**config.mk**
```make
export PLATFORM = sky130hd
export DESIGN_NAME = pc_led_driver
export DESIGN_NICKNAME = d
export VERILOG_FILES = /design/src/rtl/pc_led_driver.sv
export SDC_FILE = /design/constraint.sdc
export NUM_CORES = 1
export LEC_CHECK = 0
export CAP_MARGIN = 20
export CORE_MARGIN = 4
export CORE_UTILIZATION = 40
export CTS_CLUSTER_DIAMETER = 120
export CTS_CLUSTER_SIZE = 20
export DETAILED_ROUTE_END_ITERATION = 6
export GPL_TIMING_DRIVEN = 0
export PLACE_DENSITY_LB_ADDON = 0.3
export SLEW_MARGIN = 5
export SYNTH_ARGS = -nofsm -noshare
export SYNTH_HDL_FRONTEND = slang
export SYNTH_SLANG_ARGS = --single-unit
```
**constraint.sdc**
```tcl
create_clock -name clk25 -period 7.94 [get_ports clk25]
set_input_delay 1.588 -clock clk25 [delete_from_list [all_inputs] [get_ports clk25]]
set_output_delay 1.588 -clock clk25 [all_outputs]
set_load 0.005 [all_outputs]
```
**src/rtl/pc_led_driver.sv**
```systemverilog
// Stretches pc_monitor[9:7] toggles into PWM-dimmed active-low LED pulses; LED_HEARTBEAT_EN adds an idle green breathing pattern.
// Latency: 2 cycles from pc_monitor to pins/activity; no backpressure, inputs are sampled every cycle.
module pc_led_driver #(
    parameter int PWM_BITS       = 8,
    parameter int STRETCH_CYCLES = 2500000,
    parameter int HB_SHIFT       = 14
) (
    input  logic                clk25,
    input  logic                rst,
    input  logic [15:0]         pc_monitor,
    input  logic [PWM_BITS-1:0] brightness,
    output logic                red_led,
    output logic                green_led,
    output logic                blue_led,
    output logic                activity
);

    localparam int SW = $clog2(STRETCH_CYCLES + 1);
    localparam logic [SW-1:0] LOAD = SW'(STRETCH_CYCLES);

    // Channel index 2/1/0 = red/green/blue = pc_monitor bit 9/8/7.
    logic [2:0]          pc_q;
    logic [2:0]          toggle;
    logic [2:0]          live;
    logic [2:0]          on;
    logic [2:0]          pin_d;
    logic [PWM_BITS-1:0] pwm_cnt;
    logic [SW-1:0]       stretch [3];
    logic                unused_pc;

    assign unused_pc = ^{pc_monitor[15:10], pc_monitor[6:0]};
    assign toggle    = pc_monitor[9:7] ^ pc_q;

    always_comb begin
        live = 3'b000;
        for (int c = 0; c < 3; c++) begin
            live[c] = (stretch[c] != '0);
        end
    end

    assign on = live & {3{pwm_cnt < brightness}};

`ifdef LED_HEARTBEAT_EN
    logic [HB_SHIFT-1:0] hb_pre;
    logic [PWM_BITS:0]   phase;
    logic [PWM_BITS-1:0] level;

    // Top phase bit selects the falling half of the triangle.
    assign level = phase[PWM_BITS] ? ~phase[PWM_BITS-1:0] : phase[PWM_BITS-1:0];

    always_comb begin
        pin_d = ~on;
        if (live == 3'b000) begin
            pin_d    = 3'b111;
            pin_d[1] = ~(pwm_cnt < level);
        end
    end

    always_ff @(posedge clk25) begin
        if (rst) begin
            hb_pre <= '0;
            phase  <= '0;
        end else begin
            hb_pre <= hb_pre + HB_SHIFT'(1);
            if (&hb_pre) begin
                phase <= phase + (PWM_BITS+1)'(1);
            end
        end
    end
`else
    localparam int unused_hb_shift = HB_SHIFT;
    assign pin_d = ~on;
`endif

    always_ff @(posedge clk25) begin
        // pc_q tracks the bus even in reset so release never looks like a toggle.
        pc_q <= pc_monitor[9:7];
        if (rst) begin
            pwm_cnt                        <= '0;
            {red_led, green_led, blue_led} <= 3'b111;
            activity                       <= 1'b0;
            for (int c = 0; c < 3; c++) begin
                stretch[c] <= '0;
            end
        end else begin
            pwm_cnt                        <= pwm_cnt + PWM_BITS'(1);
            {red_led, green_led, blue_led} <= pin_d;
            activity                       <= |live;
            for (int c = 0; c < 3; c++) begin
                if (toggle[c]) begin
                    stretch[c] <= LOAD;
                end else if (live[c]) begin
                    stretch[c] <= stretch[c] - SW'(1);
                end
            end
        end
    end

endmodule

```
==> qor.txt, run 1 <==
Netlist cell types: 44
Worst-case clock skew: 18.1 ps
Kind of launch point of the worst setup path: input port
Core box area: 10300 um^2
DR DRC count: 0
Total routed wirelength: 7970 um
Die Y-Extent: 111 um
H-tree depth reported by CTS: 3
Max-cap violations: 0
Post-detailed-placement half-perimeter wirelength: 5590 um
Number of top-level design ports: 30
Total clock buffers created by CTS: 9
Number of design-rule violations left by the first detailed-router iteration: 205
Antenna violations before repair: 0
Antenna Cells: 0
Vias post-DR: 2913
Endpoint kind of the worst setup timing path: flip-flop
Average footprint of a synthesized cell: 10.7 um^2
Final weighted congestion in routability-driven placement: 0.818
Net count after synthesis: 435
Buffers on Ports: 15
Buffers from clock root to sink, at most: 2
Pwr per Cell Area: 210 nW/um^2
First-pass GRT wire length: 13900 um
Maximum vdd drop: 139 uV
Critical path type: in2reg
Area growth syn-to-layout: 12.5%
Max FO, Critical Path: 3
Setup repair after global routing missed its margin: no
Number of iterations in the first detailed-routing pass: 5
Final Net Count: 461
Final clock period utilization by the worst path: 43.8%
Fin crit period: 3470 ps
CTS clk-pin slew, worst paths: 80 ps
Post-CTS setup repair buffer count: 0
Most common cell after layout, fill and taps aside: sky130_fd_sc_hd__edfxtp_1
Average via count per standard cell: 5.18
Final ANT Viol Nets: 0
Hold-fix buffer count after cts: 0
Top library cells by usage in the layout, fill and taps aside: 66 x sky130_fd_sc_hd__edfxtp_1, 60 x sky130_fd_sc_hd__nor2_1, 40 x sky130_fd_sc_hd__xnor2_1
Timing-limited maximum frequency: 0.288 GHz
Final setup violation count: 0
Number of global-route vias before repair: 2914
Data required time of the critical path: 8140 ps
Normalized max-slew margin: 25.9%
Die Area: 12300 um^2
Setup slack at placement: 4040 ps
Crit path DAT: 3680 ps
Final Core Density: 46.2%
GRT Residual Overflow: 0
Non-Filler Instances: 562
Max-slew violation count: 0
Total power: 1.00 mW
Part of the Yosys area used for sequential elements: 53.8%
Global routing usage summed across all routing layers: 13.7%
Gate count of the mapped netlist: 395
Worst slew pin tran: 1100 ps
Count of synthesis-stage warnings from yosys: 0
Class of the most critical hold timing path: reg2reg
Layout cells sized above 1: 8.22%
Final-layout setup total negative slack: 0 ps
Hold Fails Final Rpt: 0
TritonCTS clock tree: built
Die width: 111 um
Result of the run: complete, no violations
Starting density of the core: 41.1%
Synth Cell Area: 4240 um^2
Placed instance count: 546
Num Clock Sinks: 81
Average wire length per cell after detail routing: 14.2 um
Leak Pwr: 1.75 nW
Root buffer cell: sky130_fd_sc_hd__clkbuf_8
Latest clock arrival within the worst-skew pair: 360 ps
Std-Cell Rows: 37
Worst Slack Setup Final: 4470 ps
Maximum number of pins on one net before global-route repair: 23
CTS-repair resized insts: 0
Count of state elements after synthesis: 81
-- layer usage --
metal | share of wire (%) | vias to the layer above | global-route usage, %
li1 | - | 1480 | -
met1 | 49 | 1380 | 18.4
met2 | 47 | 47 | 22.0
met3 | 3.0 | 6 | 3.77
met4 | 0.69 | 0 | 3.04
met5 | 0 | - | 0
-- state kept, by name, summed over array words and instances, names as in the netlist --
signal     flops
stretch       66
pwm_cnt        8
pc_q           3
activity       1
blue_led       1
green_led      1
red_led        1
-- worst max-delay path: stages --
cell,delay (ps)
sky130_fd_sc_hd__clkdlybuf4s50_1,450
sky130_fd_sc_hd__inv_1,40
sky130_fd_sc_hd__ha_1,300
sky130_fd_sc_hd__a21o_1,180
sky130_fd_sc_hd__a21o_1,170
sky130_fd_sc_hd__a21oi_1,130
sky130_fd_sc_hd__o21ai_0,110
sky130_fd_sc_hd__a211oi_1,530
sky130_fd_sc_hd__o31ai_1,180
-- cell usage after synthesis (all sizes together) --
cell type  instances  share of area, %
a21oi             34               4.6
nand2             21               1.9
xnor2             40               8.3
nand3b             1              0.18
or3               11               1.7
ha                14               4.1
or4                7               1.3
a211oi             1              0.18
nor2              61               5.5
nand4              5              0.74
nand4b             1              0.21
or3b               1              0.27
o31ai              4              0.71
nand2b             6              0.88
and2               2              0.29
buf                6              0.88
and4               1              0.21
edfxtp            66                47
nor3              26               3.2
xor2              16               3.3
o21ai              6              0.71
a31o               2              0.62
a31oi              3              0.59
and4b              1              0.24
a21o               3              0.53
inv               13               1.2
and3               2              0.29
nor4              12               1.9
clkbuf             2              0.18
nand3              9               1.1
dfxtp             15               7.1
o41ai              1              0.21
nor2b              2              0.29
-- cell type report --
class / instances / area, um^2
flip-flops and latches: 81 / 2280
multi-input cells: 293 / 1870
clock inverters: 5 / 80.1
plain buffers: 8 / 45.0
well taps: 136 / 170
inverters: 13 / 48.8
fillers: 947 / 5550
repair buffers: 15 / 150
clock buffers: 11 / 131
-- worst paths after layout --
path                                startpoint       endpoint  slack (ps)  cells past startpoint
worst max-delay path             brightness[4]      green_led        4470                      9
worst min-delay path                pwm_cnt[0]     pwm_cnt[0]         470                      1
worst max register to register  stretch[2][10]  stretch[2][5]        4830                      5
worst min register to register      pwm_cnt[0]     pwm_cnt[0]         470                      1
-- power by group --
| group | internal, mW | switching, mW | leakage, nW | total, mW |
|---|---|---|---|---|
| clock | 0.177 | 0.150 | 0.0995 | 0.327 |
| combinational | 0.0683 | 0.0924 | 0.754 | 0.161 |
| sequential | 0.489 | 0.0250 | 0.896 | 0.514 |
-- through the flow --
stage               hold slack (ps)  cell area, um^2
CTS                             473             4770
floorplan                       421             4240
finish                          468             4770
global route                    488             4770
global placement                441             4560
detailed placement              453             4560
-- kinds of logic (layout without fill, tap and decap cells) --
kind of cell	after synthesis	in the layout	synth area share (%)
fa+ha+maj	14	14	4.13
flops	81	81	53.8
xor+xnor	56	56	11.6
simple gates	169	169	20.1
compound gates	54	54	8.17
buf+inv	21	52	2.21
Power figures use the tool's default switching activity.
==> inputs of run 2 (changes only) <==
==> constraint.sdc (replaced) <==
create_clock -name clk25 -period 3.2 [get_ports clk25]
set_input_delay 0.64 -clock clk25 [delete_from_list [all_inputs] [get_ports clk25]]
set_output_delay 0.64 -clock clk25 [all_outputs]
set_load 0.005 [all_outputs]
==> run 2 against run 1 <==
Effect of this change:
- utilization about the same
- hold slack better by 1.1 ps
- combinational power up 150%
- clock power up 150%
- total power up 150%
- final cell count unchanged
- sequential power up 150%
- register-to-register slack worse by 4500 ps
- critical endpoint is now stretch[0][5]
- highest routed layer unchanged
==> qor.txt, run 2 (synthesis results as in run 1) <==
Top library cells by usage in the layout, fill and taps aside: 66 x sky130_fd_sc_hd__edfxtp_1, 60 x sky130_fd_sc_hd__nor2_1, 40 x sky130_fd_sc_hd__xnor2_1
Die width: 111 um
Final Net Count: 461
Flip-flop count of the largest register after layout: 66
Leak Pwr: 1.75 nW
Critical path type: reg2reg
Number of buffers and inverters on the critical path: 1
Std-Cell Rows: 37
Vias post-DR: 2898
Number of top-level design ports: 30
Setup slack at placement: 86.7 ps
Timing-limited maximum frequency: 0.343 GHz
GRT Residual Overflow: 0
Total of fill cells in the finished design: 949
Worst-case clock skew: 18.7 ps
Antenna Cells: 0
CTS clk-pin slew, worst paths: 90 ps
Biggest regs: stretch: 66 flops, pwm_cnt: 8 flops, pc_q: 3 flops
Maximum vdd drop: 363 uV
Class of the most critical hold timing path: reg2reg
Post-detailed-placement half-perimeter wirelength: 5590 um
Fin crit period: 2920 ps
Worst slew pin tran: 1100 ps
Number of global-route vias before repair: 2914
Number of iterations in the first detailed-routing pass: 6
First-pass GRT wire length: 13900 um
DR DRC count: 0
Die Area: 12300 um^2
Worst path slowest cell: sky130_fd_sc_hd__or4_1
Normalized max-slew margin: 25.8%
Buffers from clock root to sink, at most: 2
Global routing usage summed across all routing layers: 13.7%
Hold-fix buffer count after cts: 0
Largest register by flop count: stretch
Cells along the critical path: or4_1 > nor3_1 > nand2_1 > nor3_2 > a31o_2 > buf_2 > a21oi_1
Largest delay share family, worst path: simple AND/OR/NAND/NOR gates
Num Clock Sinks: 81
Maximum number of pins on one net before global-route repair: 23
Max-slew violation count: 0
Die Y-Extent: 111 um
Kind of launch point of the worst setup path: flip-flop
Final clock period utilization by the worst path: 91.1%
Hold Fails Final Rpt: 0
Met2 GRT Util: 22.0%
CTS-repair resized insts: 0
Total routed wirelength: 7950 um
Data required time of the critical path: 3250 ps
Final weighted congestion in routability-driven placement: 0.818
Area growth syn-to-layout: 12.7%
Final-layout setup total negative slack: 0 ps
Peak-usage layer in the global routing report: met2
H-tree depth reported by CTS: 3
Average wire length per cell after detail routing: 14.2 um
Most common cell after layout, fill and taps aside: sky130_fd_sc_hd__edfxtp_1
Pwr per Cell Area: 520 nW/um^2
Maximum single-stage delay on the critical path: 640 ps
Worst Slack Setup Final: 283 ps
Final setup violation count: 0
Starting density of the core: 41.1%
Multi-input gate area in the final layout: 1870 um^2
Max FO, Critical Path: 10
Max-cap violations: 0
Final ANT Viol Nets: 0
Antenna violations before repair: 0
Buffers on Ports: 15
Endpoint kind of the worst setup timing path: flip-flop
Total clock buffers created by CTS: 9
Number of design-rule violations left by the first detailed-router iteration: 192
Core box area: 10300 um^2
Latest clock arrival within the worst-skew pair: 360 ps
Average via count per standard cell: 5.16
Root buffer cell: sky130_fd_sc_hd__clkbuf_8
Crit path DAT: 2970 ps
Layout cells sized above 1: 8.69%
Post-CTS setup repair buffer count: 0
Result of the run: complete, no violations
TritonCTS clock tree: built
Setup repair after global routing missed its margin: no
Met3 demand-to-capacity share in global routing: 3.77%
Met1 layer usage reported by global route: 18.4%
Area occupied by registers: 2280 um^2
## run 2: cell counts in the layout (fill, tap and decap cells not counted)
No cell type changed its count.
## run 2: worst paths after layout
| path | to | cells past startpoint | slack (ps) | start |
|---|---|---|---|---|
| hold reg to reg | pwm_cnt[0] | 1 | 470 | pwm_cnt[0] |
| setup / recovery | stretch[0][5] | 7 | 280 | stretch[1][6] |
| setup reg to reg | stretch[0][5] | 7 | 280 | stretch[1][6] |
| hold / removal | pwm_cnt[0] | 1 | 470 | pwm_cnt[0] |
## run 2: area by class of cell
cell class | instances | share of cell area, %
plain buffers | 8 | 0.942
clock buffers | 11 | 2.75
clock inverters | 5 | 1.68
inverters | 13 | 1.02
multi-input cells | 293 | 39.2
flip-flops and latches | 81 | 47.7
well taps | 136 | 3.56
repair buffers | 15 | 3.14
## run 2: routing by layer
| metal | vias up | wire, um |
|---|---|---|
| met1 | 1375 | 3880 |
| met3 | 6 | 240 |
| li1 | 1483 | - |
| met5 | - | 0 |
| met4 | 0 | 55 |
| met2 | 34 | 3780 |
## run 2: power breakdown
part	internal (mW)	leakage, nW	switching, mW
combinational	0.169	0.756	0.230
sequential	1.21	0.896	0.0624
clock	0.439	0.0995	0.374
total	1.82	1.75	0.666
## run 2: per-stage QoR
stage               cells  utilization, %  hold WS [ps]  area [um^2]  total power, mW
floorplan             395               -           421         4240             1.59
global placement      546            44.2           441         4560             1.68
detailed placement    546            44.2           453         4560             1.69
CTS                   562            46.2           473         4770             2.51
global route          562            46.3           488         4780             2.62
finish                562            46.3           469         4780             2.49
